<file path="config.mk">
export PLATFORM = sky130hd
export DESIGN_NAME = eco_sweep_ctrl
export DESIGN_NICKNAME = d
export VERILOG_FILES = /design/src/rtl/eco_pkg.sv /design/src/rtl/eco_vec_gen.sv /design/src/rtl/eco_sweep_ctrl.sv
export SDC_FILE = /design/constraint.sdc
export NUM_CORES = 1
export LEC_CHECK = 0
export ABC_AREA = 1
export BUFFER_PORTS_ARGS = -buffer_cell sky130_fd_sc_hd__buf_2
export CAP_MARGIN = 10
export CORE_MARGIN = 2
export CORE_UTILIZATION = 47
export DETAILED_ROUTE_END_ITERATION = 6
export PLACE_DENSITY = 0.73
export RECOVER_POWER = 100
export SKIP_CTS_REPAIR_TIMING = 1
export SLEW_MARGIN = 15
export SYNTH_ARGS = -nofsm -noshare
export SYNTH_HDL_FRONTEND = slang
export SYNTH_SLANG_ARGS = --single-unit
</file>
<file path="constraint.sdc">
create_clock -name clk -period 1.6 [get_ports clk]
set_clock_uncertainty 0.2 [all_clocks]
set_input_delay 0.08 -clock clk [delete_from_list [all_inputs] [get_ports clk]]
set_output_delay 0.08 -clock clk [all_outputs]
set_load 0.05 [all_outputs]
</file>
<file path="src/rtl/eco_pkg.sv">
// Shared types and helpers for the ECO sweep controller.
package eco_pkg;

  // Sweep sequencer states.
  typedef enum logic [1:0] {
    IDLE = 2'd0,
    WAIT = 2'd1,
    CMP  = 2'd2,
    DONE = 2'd3
  } eco_state_t;

  // Number of {a,b} vectors for an operand width w: 2^(2w).
  function automatic int eco_nvec(input int w);
    return int'(32'd1 << (2 * w));
  endfunction

endpackage

</file>
<file path="src/rtl/eco_vec_gen.sv">
// Vector index register and settle down-counter for the ECO sweep.
// load restarts at vector 0, step advances to the next vector (wrapping to 0
// after the last one), dec counts the settle interval down, clr parks at 0.
module eco_vec_gen
  import eco_pkg::*;
#(
  parameter int W      = 4,
  parameter int SETTLE = 1
) (
  input  logic           clk,
  input  logic           rst,
  input  logic           clr,
  input  logic           load,
  input  logic           step,
  input  logic           dec,
  output logic [2*W-1:0] v,
  output logic           last,
  output logic           settled
);

  localparam int VW   = 2 * W;
  localparam int CTRW = (SETTLE > 1) ? $clog2(SETTLE) : 1;
  localparam logic [VW-1:0]   V_ONE  = {{(VW-1){1'b0}}, 1'b1};
  localparam logic [VW-1:0]   V_LAST = VW'(eco_nvec(W) - 1);
  localparam logic [CTRW-1:0] RELOAD = CTRW'(SETTLE - 1);
  localparam logic [CTRW-1:0] C_ONE  = {{(CTRW-1){1'b0}}, 1'b1};

  logic [VW-1:0]   v_r;
  logic [CTRW-1:0] cnt_r;

  // Index and settle counter update; the index wraps to 0 after the last vector.
  always_ff @(posedge clk) begin
    if (rst || clr) begin
      v_r   <= {VW{1'b0}};
      cnt_r <= {CTRW{1'b0}};
    end else if (load) begin
      v_r   <= {VW{1'b0}};
      cnt_r <= RELOAD;
    end else if (step) begin
      v_r   <= v_r + V_ONE;
      cnt_r <= RELOAD;
    end else if (dec) begin
      cnt_r <= cnt_r - C_ONE;
    end else begin
      v_r   <= v_r;
      cnt_r <= cnt_r;
    end
  end

  assign v       = v_r;
  assign last    = (v_r == V_LAST);
  assign settled = (cnt_r == {CTRW{1'b0}});

endmodule

</file>
<file path="src/rtl/eco_sweep_ctrl.sv">
// Exhaustive sweep of a patched combinational block against its golden model:
// drives every {a,b}, waits SETTLE cycles, compares under y_mask and keeps a
// mismatch count plus the first failing vector.
module eco_sweep_ctrl
  import eco_pkg::*;
#(
  parameter int W      = 4,
  parameter int SETTLE = 1
) (
  input  logic           clk,
  input  logic           rst,
  input  logic           start,
  input  logic           abort,
  input  logic [W-1:0]   y_mask,
  input  logic [W-1:0]   dut_y,
  input  logic [W-1:0]   ref_y,
  output logic [W-1:0]   a_out,
  output logic [W-1:0]   b_out,
  output logic           busy,
  output logic           done,
  output logic           pass,
  output logic [2*W:0]   mism_cnt,
  output logic [2*W-1:0] first_fail_vec,
  output logic           first_fail_valid
);

  localparam int VW = 2 * W;
  localparam int CW = 2 * W + 1;
  localparam logic [CW-1:0] CNT_ONE = {{(CW-1){1'b0}}, 1'b1};

  eco_state_t    state_r, state_s;
  logic          load_s, step_s, dec_s, clr_s, cmp_en_s;
  logic          mism_s, last_s, settled_s;
  logic [VW-1:0] vec_idx_s;

  logic          busy_r, done_r, pass_r, ffv_valid_r;
  logic [CW-1:0] mism_cnt_r;
  logic [VW-1:0] ffv_r;

  eco_vec_gen #(.W(W), .SETTLE(SETTLE)) u_vec_gen (
    .clk     (clk),
    .rst     (rst),
    .clr     (clr_s),
    .load    (load_s),
    .step    (step_s),
    .dec     (dec_s),
    .v       (vec_idx_s),
    .last    (last_s),
    .settled (settled_s)
  );

  assign mism_s = (((dut_y ^ ref_y) & y_mask) != {W{1'b0}});

  // State register.
  always_ff @(posedge clk) begin
    if (rst) begin
      state_r <= IDLE;
    end else begin
      state_r <= state_s;
    end
  end

  // Next-state and vector-generator control; abort wins over the compare.
  always_comb begin
    state_s  = state_r;
    load_s   = 1'b0;
    step_s   = 1'b0;
    dec_s    = 1'b0;
    clr_s    = 1'b0;
    cmp_en_s = 1'b0;
    case (state_r)
      IDLE: begin
        if (start) begin
          state_s = WAIT;
          load_s  = 1'b1;
        end else begin
          state_s = IDLE;
        end
      end
      WAIT: begin
        if (abort) begin
          state_s = IDLE;
          clr_s   = 1'b1;
        end else if (settled_s) begin
          state_s = CMP;
        end else begin
          dec_s = 1'b1;
        end
      end
      CMP: begin
        if (abort) begin
          state_s = IDLE;
          clr_s   = 1'b1;
        end else begin
          cmp_en_s = 1'b1;
          step_s   = 1'b1;
          state_s  = last_s ? DONE : WAIT;
        end
      end
      DONE: begin
        state_s = IDLE;
      end
      default: begin
        state_s = IDLE;
        clr_s   = 1'b1;
      end
    endcase
  end

  // Result and status registers; status flags follow the next state so they
  // change on the same edge as the state itself.
  always_ff @(posedge clk) begin
    if (rst) begin
      busy_r      <= 1'b0;
      done_r      <= 1'b0;
      pass_r      <= 1'b0;
      ffv_valid_r <= 1'b0;
      mism_cnt_r  <= {CW{1'b0}};
      ffv_r       <= {VW{1'b0}};
    end else begin
      busy_r <= (state_s == WAIT) || (state_s == CMP);
      done_r <= (state_s == DONE);
      if (load_s) begin
        pass_r      <= 1'b0;
        ffv_valid_r <= 1'b0;
        mism_cnt_r  <= {CW{1'b0}};
        ffv_r       <= {VW{1'b0}};
      end else if (cmp_en_s) begin
        if (mism_s) begin
          mism_cnt_r <= mism_cnt_r + CNT_ONE;
          if (!ffv_valid_r) begin
            ffv_valid_r <= 1'b1;
            ffv_r       <= vec_idx_s;
          end
        end
        if (last_s) begin
          pass_r <= (mism_cnt_r == {CW{1'b0}}) && !mism_s;
        end
      end else if (clr_s) begin
        pass_r <= 1'b0;
      end
    end
  end

  assign a_out            = vec_idx_s[VW-1:W];
  assign b_out            = vec_idx_s[W-1:0];
  assign busy             = busy_r;
  assign done             = done_r;
  assign pass             = pass_r;
  assign mism_cnt         = mism_cnt_r;
  assign first_fail_vec   = ffv_r;
  assign first_fail_valid = ffv_valid_r;

endmodule

</file>
Word-level counts from Yosys, hierarchy flattened
Index checks and enable logic that the tools add are counted.
{"block": "totals", "register_bits": 32, "in_bits": 16, "output_inout_bits": 29, "elab_cells": 56}
{"block": "classes", "add_sub_neg": 3, "eq_ne": 8, "n_mux": 18, "bitwise": 3, "reduce_logical": 15}
{"cell": "two-way mux 1 bit", "count": 13}
{"cell": "adder 9 x 1 -> 9 bit, second input constant", "count": 1}
{"cell": "logical NOT 9 bit", "count": 1}
{"cell": "adder 8 x 1 -> 8 bit, second input constant", "count": 1}
{"cell": "equality test 2 bit, second input constant", "count": 4}
{"cell": "equality test 8 bit, second input constant", "count": 1}
{"cell": "two-way mux 2 bit", "count": 4}
{"cell": "case mux 2 bit (4 select lines)", "count": 1}
{"cell": "OR reduction 2 bit", "count": 3}
{"cell": "AND 4 bit", "count": 1}
{"cell": "equality test 2 x 1 -> 1 bit, second input constant", "count": 2}
{"cell": "AND reduction 2 bit", "count": 2}
{"cell": "nonzero test 4 bit", "count": 1}
{"cell": "bitwise XOR 4 bit", "count": 1}
{"cell": "AND reduction 3 bit", "count": 1}
{"cell": "OR reduction 3 bit", "count": 1}
{"cell": "logical NOT 2 bit", "count": 1}
{"cell": "logical OR 1 bit", "count": 2}
{"cell": "inequality test 2 x 1 -> 1 bit, second input constant", "count": 1}
{"cell": "nonzero test 2 bit", "count": 1}
{"cell": "logical AND 1 bit", "count": 1}
{"cell": "logical NOT 1 bit", "count": 1}
{"cell": "inverter 1 bit", "count": 1}
{"cell": "subtractor 1 bit, second input constant", "count": 1}

Depth between registers and ports, before layout
{"block": "logic_depth", "ltp_word": 7, "depth_mapped": 10, "mapped_depth_nobuf": 9}

By module
Synthesis repeated with hierarchy kept, for this count alone.
{"block": "hier_totals", "cells_unflattened": 279, "area_unflattened_um2": 1839.3}
{"mod": "eco_sweep_ctrl", "instances": 1, "cells_per_inst": 216, "area_each_um2": 1372.6, "seq_area_each_um2": 460.4}
{"mod": "eco_vec_gen", "instances": 1, "cells_per_inst": 63, "area_each_um2": 466.7, "seq_area_each_um2": 180.2}

Least setup slack after synthesis
Ideal clock, no wire load.
{"block": "synth_path", "path_kind": "flip-flop to flip-flop", "from": "register u_vec_gen.v_r[1], in the netlist u_vec_gen.v[1]", "to": "register busy_r, in the netlist busy", "setup_time_ns": 0.109, "arrival_time_ns": 1.640, "required_ns": 1.291, "path_slack_ns": -0.349, "path_stages_with_launch": 9, "path_buffers": 0, "period_less_slack_ns": 1.949, "cell_sequence": "dfxtp_1 -> ha_1 -> inv_1 -> nor3_1 -> nand3_1 -> a21oi_1 -> ha_1 -> inv_1 -> nor2_1"}
{"block": "synth_between", "elab_chain_cells": 6, "elab_cells_between_ends": 7, "cone_classes": "eq/ne: 3; mux: 3; reduce/logical: 1"}
{"item": "from (decl)", "line": "eco_vec_gen.sv:28", "source": "logic [VW-1:0] v_r;"}
{"item": "from (signal assigned)", "line": "eco_vec_gen.sv:34", "source": "v_r <= {VW{1'b0}};"}
{"item": "from (signal assigned)", "line": "eco_vec_gen.sv:37", "source": "v_r <= {VW{1'b0}};"}
{"item": "from (signal assigned)", "line": "eco_vec_gen.sv:40", "source": "v_r <= v_r + V_ONE;"}
{"item": "equality test 8 bit *", "line": "eco_vec_gen.sv:51", "source": "assign last = (v_r == V_LAST);"}
{"item": "two-way mux 2 bit *", "line": "eco_sweep_ctrl.sv:97", "source": "state_s = last_s ? DONE : WAIT;"}
{"item": "two-way mux 2 bit *", "line": "eco_sweep_ctrl.sv:91", "source": "if (abort) begin"}
{"item": "case mux 2 bit (4 select lines) *", "line": "eco_sweep_ctrl.sv:71", "source": "case (state_r)"}
{"item": "named net state_s[1]", "line": "eco_sweep_ctrl.sv:31", "source": "eco_state_t state_r, state_s;"}
{"item": "equality test 2 x 1 -> 1 bit / equality test 2 bit (equally long branches)", "line": "eco_sweep_ctrl.sv:121", "source": "busy_r <= (state_s == WAIT) || (state_s == CMP);"}
{"item": "logical OR 1 bit *", "line": "eco_sweep_ctrl.sv:121"}
{"item": "to (signal assigned)", "line": "eco_sweep_ctrl.sv:121"}
{"item": "to (decl)", "line": "eco_sweep_ctrl.sv:36", "source": "logic busy_r, done_r, pass_r, ffv_valid_r;"}
Mark *: on every way through the listed nets, which the timed path passes. The rest lies on a longest branch.
A chain may end at the register's enable or synchronous reset.

Final worst setup path
{"block": "layout_path", "from": "register state_r[1]", "to": "register busy_r, in the netlist busy"}
{"block": "layout_between", "elab_cells_between_ends": 10, "cone_classes": "eq/ne: 5; mux: 3; reduce/logical: 2"}
{"item": "from (decl)", "line": "eco_sweep_ctrl.sv:31"}
{"item": "from (signal assigned)", "line": "eco_sweep_ctrl.sv:59", "source": "state_r <= state_s;"}
{"item": "equality test 2 bit (tied with other cells)", "line": "eco_sweep_ctrl.sv:71"}
{"item": "case mux 2 bit (4 select lines) *", "line": "eco_sweep_ctrl.sv:71"}
{"item": "named net state_s[0]", "line": "eco_sweep_ctrl.sv:31"}
{"item": "equality test 2 x 1 -> 1 bit / equality test 2 bit (equally long branches)", "line": "eco_sweep_ctrl.sv:121"}
{"item": "logical OR 1 bit *", "line": "eco_sweep_ctrl.sv:121"}
Marks and branches as above.

==> impl_metrics.ini <==
[run_status]
outcome = complete, but fails checks
violations = negative hold slack, negative setup slack

[setup_path]
worstReg2RegStart = state_r[1]$_SDFF_PP0_
crit_path_start_kind = register
crit_fanout = 3
crit_required_ns = 1.63
crit_type = reg -> reg
cp-end-kind = register
worstPathArrival_ns = 1.73
crit_path_start = state_r[1]$_SDFF_PP0_

[sta]
hold_viol = 5
finalWorstSetupSlack_ns = -0.0915
slew_headroom_pct = 60.2
rsz0062_at_grt = true
fin_crit_sh_pct = 106
fin_setup_tns_ns = -0.231
min_period_ns = 1.69
max_clock_freq_mhz = 591
tightest_slew_ns = 0.599
fin_hold_ws_ns = -0.227
drv_slew = 0
setup_viol = 6

[yosys]
netlist.area_leader.share_pct = 37.3
yosysMostFrequentCell = nand2_1
synthXorXnorAreaFrac_pct = 1.53
synth_seq_cells = 32
syn_area_per_cell_um2 = 6.58
synth_common_cells = 75 x nand2_1, 41 x inv_1, 37 x nor2_1
synth_edf_count = 0
muxShareOfSynthArea_pct = 0
synth_fp_nets = 285
yosys.area_share.simple_pct = 37.5
syn_inst = 261
yosysUniqueCellTypes = 23
syn-cell-area_um2 = 1720
ys_warn_count = 0
ys_seq_area_share_pct = 37.3
async_flop_share_pct = 0
synthFlopType = dfxtp_1
synth_top_cells_by_area = dfxtp_1 37%, nand2_1 16%, inv_1 9.0%
synth-adder-area-share_pct = 5.83
synth_top_cell_by_area = dfxtp_1
synth_compound_area_share_pct = 7.73
synth_top_family_by_area = simple AND/OR/NAND/NOR gates

[detailed_routing]
postRouteAntennaNets = 0
routed_wl_um = 4080
drtIter0Drc = 62
avgViaCountPerCell = 4.78
post_drt_wl_per_cell_um = 10.7
drc_errors = 0
drtPass1Iterations = 4
via_count = 1825

[power]
finalPower_mw = 1.51
internal_power_mw = 1.12
clock_power_share_pct = 36.4
switching_share_pct = 25.6
power_frac_comb_pct = 10.9
switchingPower_mw = 0.385
ir_drop_uv = 514
p_leak_nw = 1.03
power_density_nw_per_um2 = 634
p_seq_share_pct = 52.7

[clock_tree]
cts_inserted_buffers = 5
clk_latency_ns = 0.34
cts_root_buffer = clkbuf_4
cts_tree = yes
cts.sinks = 32
clk_pin_slew_worst_paths_ns = 0.09
clockBufferDepth = 2
cts-htree-levels = 2

[floorplanning]
dieArea_um2 = 4150
fp-row-count = 21
die_h_um = 64.4
ios = 45
fp.coreArea_um2 = 3420
die_w_um = 64.4
start_util_pct = 50.3

[final_layout]
fin_nets = 359
seqCellArea_um2 = 677
drive_above_1_share_pct = 30.1
multiInputGateArea_um2 = 992
diodes = 0
area_delta_synth_final_pct = 38.4
nFillCells = 294

[grt]
grt_pass1_wl_um = 6580
grt_overflow_total = 0
antenna_found_initial = 0
grt_use_total_pct = 20.0
grt_pass1_vias = 1625
grt_max_degree = 17

[placed_design]
place.gp.congestion = 0.869
place_hpwl_um = 2950
port_buffers = 44

[min_path]
hp-class = in -> reg
hold_path_startpoint = rst

[flow_run]
cap_violations = 0
-- per-layer routing --
| layer | share of wire, % | vias to the layer above | track usage [%] |
|---|---|---|---|
| li1 | - | 965 | - |
| met1 | 47 | 815 | 24.6 |
| met2 | 47 | 39 | 33.7 |
| met3 | 4.9 | 6 | 5.21 |
| met4 | 1.4 | 0 | 7.45 |
| met5 | 0 | - | 0 |
-- state kept, by name, indices dropped and copies added (netlist names), 2 cells and up --
signal / cells
mism_cnt: 9
first_fail_vec: 8
u_vec_gen.v: 8
state_r: 2
-- final timing paths --
path,end,slack [ns],cells past startpoint
worst max-delay path,busy$_SDFF_PP0_,-0.09,9
worst min-delay path,state_r[1]$_SDFF_PP0_,-0.23,2
worst max register to register,busy$_SDFF_PP0_,-0.09,9
worst min register to register,first_fail_vec[3]$_SDFFE_PP0P_,0.29,2
-- power by group through the flow --
stage,combinational (mW),clock (mW),sequential [mW]
6_report,0.164,0.548,0.793
5_1_grt,0.183,0.603,0.794
2_1_floorplan,0.0725,0,0.822
3_3_place_gp,0.138,0,0.811
3_5_place_dp,0.141,0,0.811
4_1_cts,0.141,0.560,0.793
-- area by class of cell --
| class | count | area share, % |
|---|---|---|
| flip-flops and latches | 32 | 28.5 |
| clock inverters | 1 | 0.211 |
| inverters | 41 | 6.58 |
| well taps | 46 | 2.42 |
| repair buffers | 70 | 17.7 |
| multi-input cells | 185 | 41.8 |
| clock buffers | 7 | 2.79 |
-- cell families (layout without fill, tap and decap cells) --
logic type,Yosys count,after routing
xor gates and xnor gates,3,3
AOI/OAI and AO/OA,25,25
and+or+nand+nor,149,149
DFF,32,32
adders and majority gates,8,8
buffers and inverters,44,119
-- metrics by stage --
step / cell area [um2] / utilization [%] / setup WS (ns) / hold WS (ns) / cells
global placement: 2180 / 63.8 / -0.0647 / 0.110 / 368
floorplan: 1760 / - / -0.0128 / -0.0488 / 261
global route: 2380 / 69.6 / -0.227 / -0.232 / 382
CTS: 2250 / 65.9 / -0.161 / -0.244 / 376
detailed placement: 2180 / 63.8 / -0.140 / 0.118 / 368
finish: 2380 / 69.6 / -0.0915 / -0.227 / 382
-- cell usage in the layout (no fill, tap or decap), types with 5 or more instances in the layout --
cell      instances
buf_2            16
clkbuf_2         18
clkbuf_1         12
clkbuf_4          5
dfxtp_2           5
nand3_1          17
nor2_1           35
nor3_1            5
ha_1              5
dfxtp_1          19
a21oi_1          13
dfxtp_4           8
inv_1            37
nand2_1          75
buf_4            21
-- worst max-delay path, cell delays in order (launching register included) --
cell,delay (ns)
dfxtp_4,0.37
inv_2,0.07
ha_4,0.11
inv_1,0.04
nor2_2,0.15
a31oi_1,0.11
o21ai_1,0.19
ha_1,0.26
inv_1,0.05
nor2_1,0.03
Note: power is estimated with default switching activity, not from simulation.
